==> config.mk <==
export PLATFORM = sky130hd
export DESIGN_NAME = clk_div_gate
export DESIGN_NICKNAME = d
export VERILOG_FILES = /design/src/rtl/clk_div_gate.sv
export SDC_FILE = /design/constraint.sdc
export NUM_CORES = 1
export LEC_CHECK = 0
export CORE_ASPECT_RATIO = 1.4
export CORE_MARGIN = 1.5
export CORE_UTILIZATION = 51
export CTS_CLUSTER_DIAMETER = 40
export DETAILED_ROUTE_END_ITERATION = 12
export PLACE_DENSITY_LB_ADDON = 0.25
export SLEW_MARGIN = 25
export SYNTH_ARGS = -nofsm -noshare
export SYNTH_HDL_FRONTEND = slang
export SYNTH_SLANG_ARGS = --single-unit
==> constraint.sdc <==
create_clock -name clk -period 2.75 [get_ports clk]
set_input_delay 0.275 -clock clk [delete_from_list [all_inputs] [get_ports clk]]
set_output_delay 0.275 -clock clk [all_outputs]
set_load 0.05 [all_outputs]
==> src/rtl/clk_div_gate.sv <==
// Gated clock divider: produces a registered divided test clock clk_out and a stop window
// spanning exactly n_periods*(hi+lo) clk cycles, for a downstream frequency monitor.
module clk_div_gate #(
  parameter int CNT_W = 16,
  parameter int WIN_W = 16
) (
  input  logic             clk,
  input  logic             rst,
  input  logic             start,
  input  logic             abort,
  input  logic [CNT_W-1:0] div_hi,
  input  logic [CNT_W-1:0] div_lo,
  input  logic [WIN_W-1:0] n_periods,
  output logic             clk_out,
  output logic             stop,
  output logic             busy,
  output logic             done,
  output logic [WIN_W-1:0] period_cnt
);

  typedef enum logic [1:0] {
    IDLE = 2'd0,
    HIGH = 2'd1,
    LOW  = 2'd2,
    DONE = 2'd3
  } state_t;

  state_t           state_q, state_d;
  logic [CNT_W-1:0] phase_q, phase_d;
  logic [CNT_W-1:0] hi_q, hi_d;
  logic [CNT_W-1:0] lo_q, lo_d;
  logic [WIN_W-1:0] n_q, n_d;
  logic [WIN_W-1:0] period_cnt_q, period_cnt_d;
  logic             clk_out_q, clk_out_d;
  logic             stop_q, stop_d;
  logic             busy_q, busy_d;
  logic             done_q, done_d;

  logic [WIN_W-1:0] period_inc;
  logic             hi_last;
  logic             lo_last;

  assign period_inc = period_cnt_q + WIN_W'(1);
  // Latched lengths are never zero, so "length-1" cannot underflow.
  assign hi_last    = (phase_q == hi_q - CNT_W'(1));
  assign lo_last    = (phase_q == lo_q - CNT_W'(1));

  always_comb begin
    state_d      = state_q;
    phase_d      = phase_q;
    hi_d         = hi_q;
    lo_d         = lo_q;
    n_d          = n_q;
    period_cnt_d = period_cnt_q;

    case (state_q)
      IDLE: begin
        if (start && !abort) begin
          hi_d         = (div_hi == '0) ? CNT_W'(1) : div_hi;
          lo_d         = (div_lo == '0) ? CNT_W'(1) : div_lo;
          n_d          = n_periods;
          period_cnt_d = '0;
          phase_d      = '0;
          state_d      = (n_periods == '0) ? DONE : HIGH;
        end
      end
      HIGH: begin
        if (abort) begin
          state_d = IDLE;
          phase_d = '0;
        end else if (hi_last) begin
          phase_d = '0;
          state_d = LOW;
        end else begin
          phase_d = phase_q + CNT_W'(1);
        end
      end
      LOW: begin
        if (abort) begin
          state_d = IDLE;
          phase_d = '0;
        end else if (lo_last) begin
          phase_d      = '0;
          period_cnt_d = period_inc;
          state_d      = (period_inc == n_q) ? DONE : HIGH;
        end else begin
          phase_d = phase_q + CNT_W'(1);
        end
      end
      DONE: begin
        state_d = IDLE;
      end
      default: begin
        state_d = IDLE;
      end
    endcase

    // Outputs are decoded from the next state so they are registered alongside it.
    clk_out_d = (state_d == HIGH);
    stop_d    = (state_d == HIGH) || (state_d == LOW);
    busy_d    = (state_d != IDLE);
    done_d    = (state_d == DONE);
  end

  always_ff @(posedge clk or posedge rst) begin
    if (rst) begin
      state_q      <= IDLE;
      phase_q      <= '0;
      hi_q         <= '0;
      lo_q         <= '0;
      n_q          <= '0;
      period_cnt_q <= '0;
      clk_out_q    <= 1'b0;
      stop_q       <= 1'b0;
      busy_q       <= 1'b0;
      done_q       <= 1'b0;
    end else begin
      state_q      <= state_d;
      phase_q      <= phase_d;
      hi_q         <= hi_d;
      lo_q         <= lo_d;
      n_q          <= n_d;
      period_cnt_q <= period_cnt_d;
      clk_out_q    <= clk_out_d;
      stop_q       <= stop_d;
      busy_q       <= busy_d;
      done_q       <= done_d;
    end
  end

  assign clk_out    = clk_out_q;
  assign stop       = stop_q;
  assign busy       = busy_q;
  assign done       = done_q;
  assign period_cnt = period_cnt_q;

endmodule

== Word level (Yosys, flattened, before mapping) ==
Index checks and enable logic that the tools add are counted.
Word-level totals
  register bits: 86
  output and inout port bits: 20
  word-level logic and storage cells: 58
Cells by class
  add/sub/neg operators: 4
  eq/ne operators: 12
  mux-type cells: 19
  reduce and logical (&&, ||, !) cells: 13
Operators by type and width (count)
  16-bit 2-to-1 mux: 9
  16-bit equality test: 3
  16-bit logical NOT: 3
  16-bit one-hot mux with 3 select lines: 1
  16-bit by 1-bit adder with 16-bit output, second input constant: 2
  16-bit one-hot mux with 2 select lines: 1
  16-bit by 1-bit subtractor with 16-bit output, second input constant: 2
  2-bit 2-to-1 mux: 7
  2-bit equality test, second input constant: 4
  2-bit one-hot mux with 4 select lines: 1
  2-bit inequality test, second input constant: 3
  2-bit by 1-bit equality test with 1-bit output, second input constant: 2
  2-bit AND reduction: 2
  4-bit AND reduction: 1
  2-bit nonzero test: 2
  3-bit nonzero test: 1
  2-bit logical NOT: 1
  1-bit logical AND: 1
  1-bit logical NOT: 1
  1-bit logical OR: 1

== Longest topological paths before layout ==
Gate-level depths: netlist of the first run.
  word-level depth: 8
  mapped depth: 13

== Least setup slack after synthesis of the first run ==
Ideal clock, no wire load.
  path type: register to register
  from: reg period_cnt_q[0] (netlist: period_cnt[0])
  to: reg stop_q (netlist: stop)
  setup time: 0.126 ns
  data arrival time: 2.847 ns
  required time: 2.624 ns
  slack: -0.223 ns
  cell stages (with the launch flop): 10
  buffers on the path: 0
  clock period less this slack: 2.973 ns
  path through: dfrtp_1 ha_1 nand3_1 nor4_1 and3_1 xnor2_1 nor4_1 nand4_1 o211a_1 ha_1
On the way
  cells in the longest elaborated chain, start to end: 8
  elaborated cells on any way between the ends: 9
  those cells by class: 1 x add/sub; 3 x eq/ne; 4 x mux; 1 x reduce/logical
RTL lines
  from (decl): RTL line 33  | logic [WIN_W-1:0] period_cnt_q, period_cnt_d;
  from (signal assigned): RTL line 123  | period_cnt_q <= period_cnt_d;
  16-bit by 1-bit adder with 16-bit output *: RTL line 43  | assign period_inc = period_cnt_q + WIN_W'(1);
  16-bit equality test *: RTL line 85  | state_d = (period_inc == n_q) ? DONE : HIGH;
  2-bit 2-to-1 mux *: RTL line 85
  2-bit 2-to-1 mux *: RTL line 82  | end else if (lo_last) begin
  2-bit 2-to-1 mux *: RTL line 79  | if (abort) begin
  2-bit one-hot mux with 4 select lines *: RTL line 56  | case (state_q)
  2-bit by 1-bit equality test with 1-bit output / 2-bit equality test (equally long branches): RTL line 100  | stop_d = (state_d == HIGH) || (state_d == LOW);
  1-bit logical OR *: RTL line 100
  via stop_d: RTL line 35  | logic stop_q, stop_d;
  to (signal assigned): RTL line 125  | stop_q <= stop_d;
  to (decl): RTL line 35
The timed path passes the listed nets; every way through them passes the cells marked *.
A chain may end at the register's enable or synchronous reset.

== Worst setup path after layout of the first run ==
  from: reg lo_q[0]
  to: reg period_cnt_q[9] (netlist: period_cnt[9])
On the way
  cells in the longest elaborated chain, start to end: 4
RTL lines
  from (decl): RTL line 31  | logic [CNT_W-1:0] lo_q, lo_d;
  from (signal assigned): RTL line 121  | lo_q <= lo_d;
  16-bit by 1-bit subtractor with 16-bit output: RTL line 46  | assign lo_last = (phase_q == lo_q - CNT_W'(1));
  16-bit equality test: RTL line 46
  2-bit inequality test (no line)
  4-bit AND reduction (no line)
No other way between the ends.

==> results of run 1 <==
## synth_stat cells (all sizes together) (18+ instances only)
library cell  instances  share of area
o21ai                18          0.016
mux2                 47          0.096
nand3                38          0.034
nor4                 21          0.028
xor2                 23          0.036
dfrtp                86           0.39
xnor2                37          0.058
clkbuf               25          0.017
a21oi                26          0.024
nor2                 23          0.016
nand2                39          0.027
## layout make-up
class,instances,area (um2)
clock inverter,4,53.8
clock buffer,12,267
sequential,86,2160
inverter,14,53.8
multi-input combinational,439,3540
fill,699,2510
tap,138,173
timing repair buffer,186,1710
## how the worst min path moves through the flow
stage | start | to | slack [ns] | cells after the start
floorplan | div_hi[3] | hi_q[3] | 0.43 | 1
global placement | n_q[15] | n_q[15] | 0.51 | 1
detailed placement | n_q[13] | n_q[13] | 0.52 | 1
CTS | rst | lo_q[15] | 0.19 | 2
global route | rst | lo_q[15] | 0.20 | 2
finish | rst | lo_q[15] | 0.18 | 2
## layout by cell type, fill, tap and decap left out, types with 14 or more instances in the layout
cell type / instances
buf_4: 92
xor2_1: 23
dfrtp_1: 83
nor2_1: 22
nor4_1: 17
buf_6: 18
mux2_2: 47
nand2_1: 29
nand3_1: 37
a21oi_1: 15
clkdlybuf4s50_1: 71
xnor2_1: 37
and3_1: 14
## per-stage QoR
stage                     instances  hold WS, ns  setup slack [ns]   util  area (um2)
after floorplan                 569        0.426            -0.124      -        5590
after global placement          840        0.513            -0.224  0.674        7050
after detailed placement        840        0.518            -0.306  0.674        7050
after CTS                       867        0.188            -0.215  0.730        7640
after global routing            879        0.199            -0.416  0.760        7950
final                           879        0.177            -0.341  0.760        7950
## sequential cells by signal, indices dropped and copies added (netlist names)
name,flops
hi_q,16
lo_q,16
n_q,16
period_cnt,16
phase_q,16
state_q,2
busy,1
clk_out,1
done,1
stop,1
## kinds of logic after synthesis
family	after synthesis	share of synthesized area
adders and majority gates	11	0.0248
xor gates and xnor gates	60	0.0949
buffers and inverters	44	0.0327
and+or+nand+nor	212	0.221
muxes	50	0.101
DFF	86	0.388
AOI/OAI and AO/OA	106	0.137
## where the power goes
group | internal [mW] | switching [mW]
clock | 0.780 | 0.517
sequential | 1.62 | 0.344
combinational | 1.40 | 1.29
## layer usage
metal / vias up / routed length [um]
li1: 2440 / -
met2: 177 / 9060
met4: 0 / 499
met3: 42 / 543
met5: - / 0
met1: 2615 / 6290
## worst register-to-register path, delay by kind of cell, from the launching register on
kind,cells,cell delay (ns)
and+or+nand+nor,5,1.03
AOI/OAI and AO/OA,3,1.01
buffers and inverters,3,0.42
DFF,1,0.40
adders and majority gates,1,0.17
## timing repair
item	CTS	global route
gates resized for setup	35	61
buffers inserted	9	16
pin swaps	16	29
setup endpoints to repair	34	38
gates cloned	2	1
==> impl_metrics.csv, run 1 <==
group,metric,value,unit
status,status,"complete, but fails checks",
worst_setup_path,rrSetupSlack,-0.34,ns
worst_setup_path,reg2reg_from,"lo_q[0]",
logic_synthesis,avgSynthCellArea,9.74,um2
clock_network,path_clk_slew,0.07,ns
final_layout,area_growth,43.5,%
clock_network,cts_tree,"done",
detailed_routing,drtIter0Drc,390,
timing,finalClockSkew,0.00618,ns
timing,rsz0062_at_grt,"true",
grt,grt_max_degree,74,
grt,grt_pass1_wl,25400,um
grt,use_met3,0.0354,
detailed_routing,drt-pass1-iter-count,5,
power_and_ir_drop,power_density,748,mW/mm2
worst_setup_path,r2r-end,"period_cnt[9]",
detailed_routing,route.detailed.drc,0,
place,gp_congestion,0.863,
logic_synthesis,syn_area,0.00554,mm2
logic_synthesis,yosysSeqAreaShare,0.388,
clock_network,cts_sinks,86,
worst_setup_path,critPathCapture,"period_cnt[9]",
clock_network,cts_root_buf,"clkbuf_16",
grt,grt_pass1_vias,5383,
logic_synthesis,synthCells,569,
grt,top_usage_layer,"met2",
floorplan,start_util,0.530,
grt,met2_usage,0.520,
logic_synthesis,yosysUniqueCellTypes,63,
detailed_routing,vias,5274,
worst_setup_path,cp-startpoint,"lo_q[0]",
detailed_routing,drt-total-wl,16400,um
worst_setup_path,crit_type,"reg -> reg",
grt,antenna_found_initial,0,
place,io_buffer_count,71,
worst_setup_path,cp_cell_sequence,"inv_2 > ha_4 > nor2b_4 > or3_4 > a311oi_2 > o2111ai_2 > o41ai_4 > buf_4 > nand2_4 > buf_6 > or4b_1 > nand3_1",
place,dpl.hpwl,10900,um
clock_network,clk_latency,0.35,ns
logic_synthesis,synth_warnings,0,
clock_network,hold_buffers,0,
timing,tns,-9.04,ns
worst_setup_path,max_stage_delay,0.46,ns
status,violations,"negative setup slack",
final_layout,layout-drive-gt1-share,0.335,
worst_setup_path,cp_num_cells,12,
timing,slew_viol_final,0,
worst_setup_path,crit_buf_inv,3,
worst_setup_path,critPathMaxFanout,6,
grt,grt-ovfl-total,0,
logic_synthesis,synth_edf_count,0,
timing,worst_pin_slew,0.592,ns
floorplan,pin_count,72,
grt,grt_usage,0.275,
logic_synthesis,ys_ff_latch,86,
floorplan,fp.dieH,126,um
final_layout,finalNetCount,799,
timing,finalCriticalPeriod,3.09,ns
worst_setup_path,r2r_cells,12,
timing,max_slew_margin,0.602,
power_and_ir_drop,power_leakage,3.27,nW
worst_setup_path,worstPathRequired,3.03,ns
detailed_routing,viasPerCell,6.00,
floorplan,die_w,91.1,um
timing,fin_ws,-0.341,ns
grt,use_met1,0.305,
worst_hold_path,hold_path.class,"in -> async",
timing,setup_viol,38,
power_and_ir_drop,total_power,5.95,mW
worst_setup_path,cp_top_family,"simple AND/OR/NAND/NOR gates",
run,drv.max_cap_violation_count,0,
clock_network,cts-buffers-inserted,9,
floorplan,std_cell_rows,44,
clock_network,clockBufferDepth,2,
floorplan,core-area,0.0105,mm2
clock_network,h-tree-depth,3,
logic_synthesis,synth_fp_nets,632,
logic_synthesis,yosys_most_used_dff,"dfrtp_1",
timing,fmax,323,MHz
power_and_ir_drop,peakVddDrop,0.522,mV
detailed_routing,wl_per_cell,18.6,um
timing,finalHoldViolations,0,
timing,period_share,1.12,
detailed_routing,ant_nets,0,
worst_setup_path,crit_arrival,3.37,ns
worst_setup_path,startpoint_type,"flop",
worst_setup_path,slowest_stage,"or4b_1",
logic_synthesis,async_flop_share,1.00,
worst_setup_path,cp-end-kind,"flop",
floorplan,die-area,0.0115,mm2
final_layout,num_antenna_cells,0,
(Power assumes the default switching activity.)
==> inputs of run 2 (changes only) <==
--- a/config.mk
+++ b/config.mk
@@ -5,13 +5,13 @@
 export SDC_FILE = /design/constraint.sdc
 export NUM_CORES = 1
 export LEC_CHECK = 0
+export ABC_CLOCK_PERIOD_IN_PS = 2750
 export CORE_ASPECT_RATIO = 1.4
 export CORE_MARGIN = 1.5
 export CORE_UTILIZATION = 51
 export CTS_CLUSTER_DIAMETER = 40
 export DETAILED_ROUTE_END_ITERATION = 12
 export PLACE_DENSITY_LB_ADDON = 0.25
-export SLEW_MARGIN = 25
 export SYNTH_ARGS = -nofsm -noshare
 export SYNTH_HDL_FRONTEND = slang
 export SYNTH_SLANG_ARGS = --single-unit
==> results of run 2 <==
Final layout, timing and power as in run 1 (identical DEF).
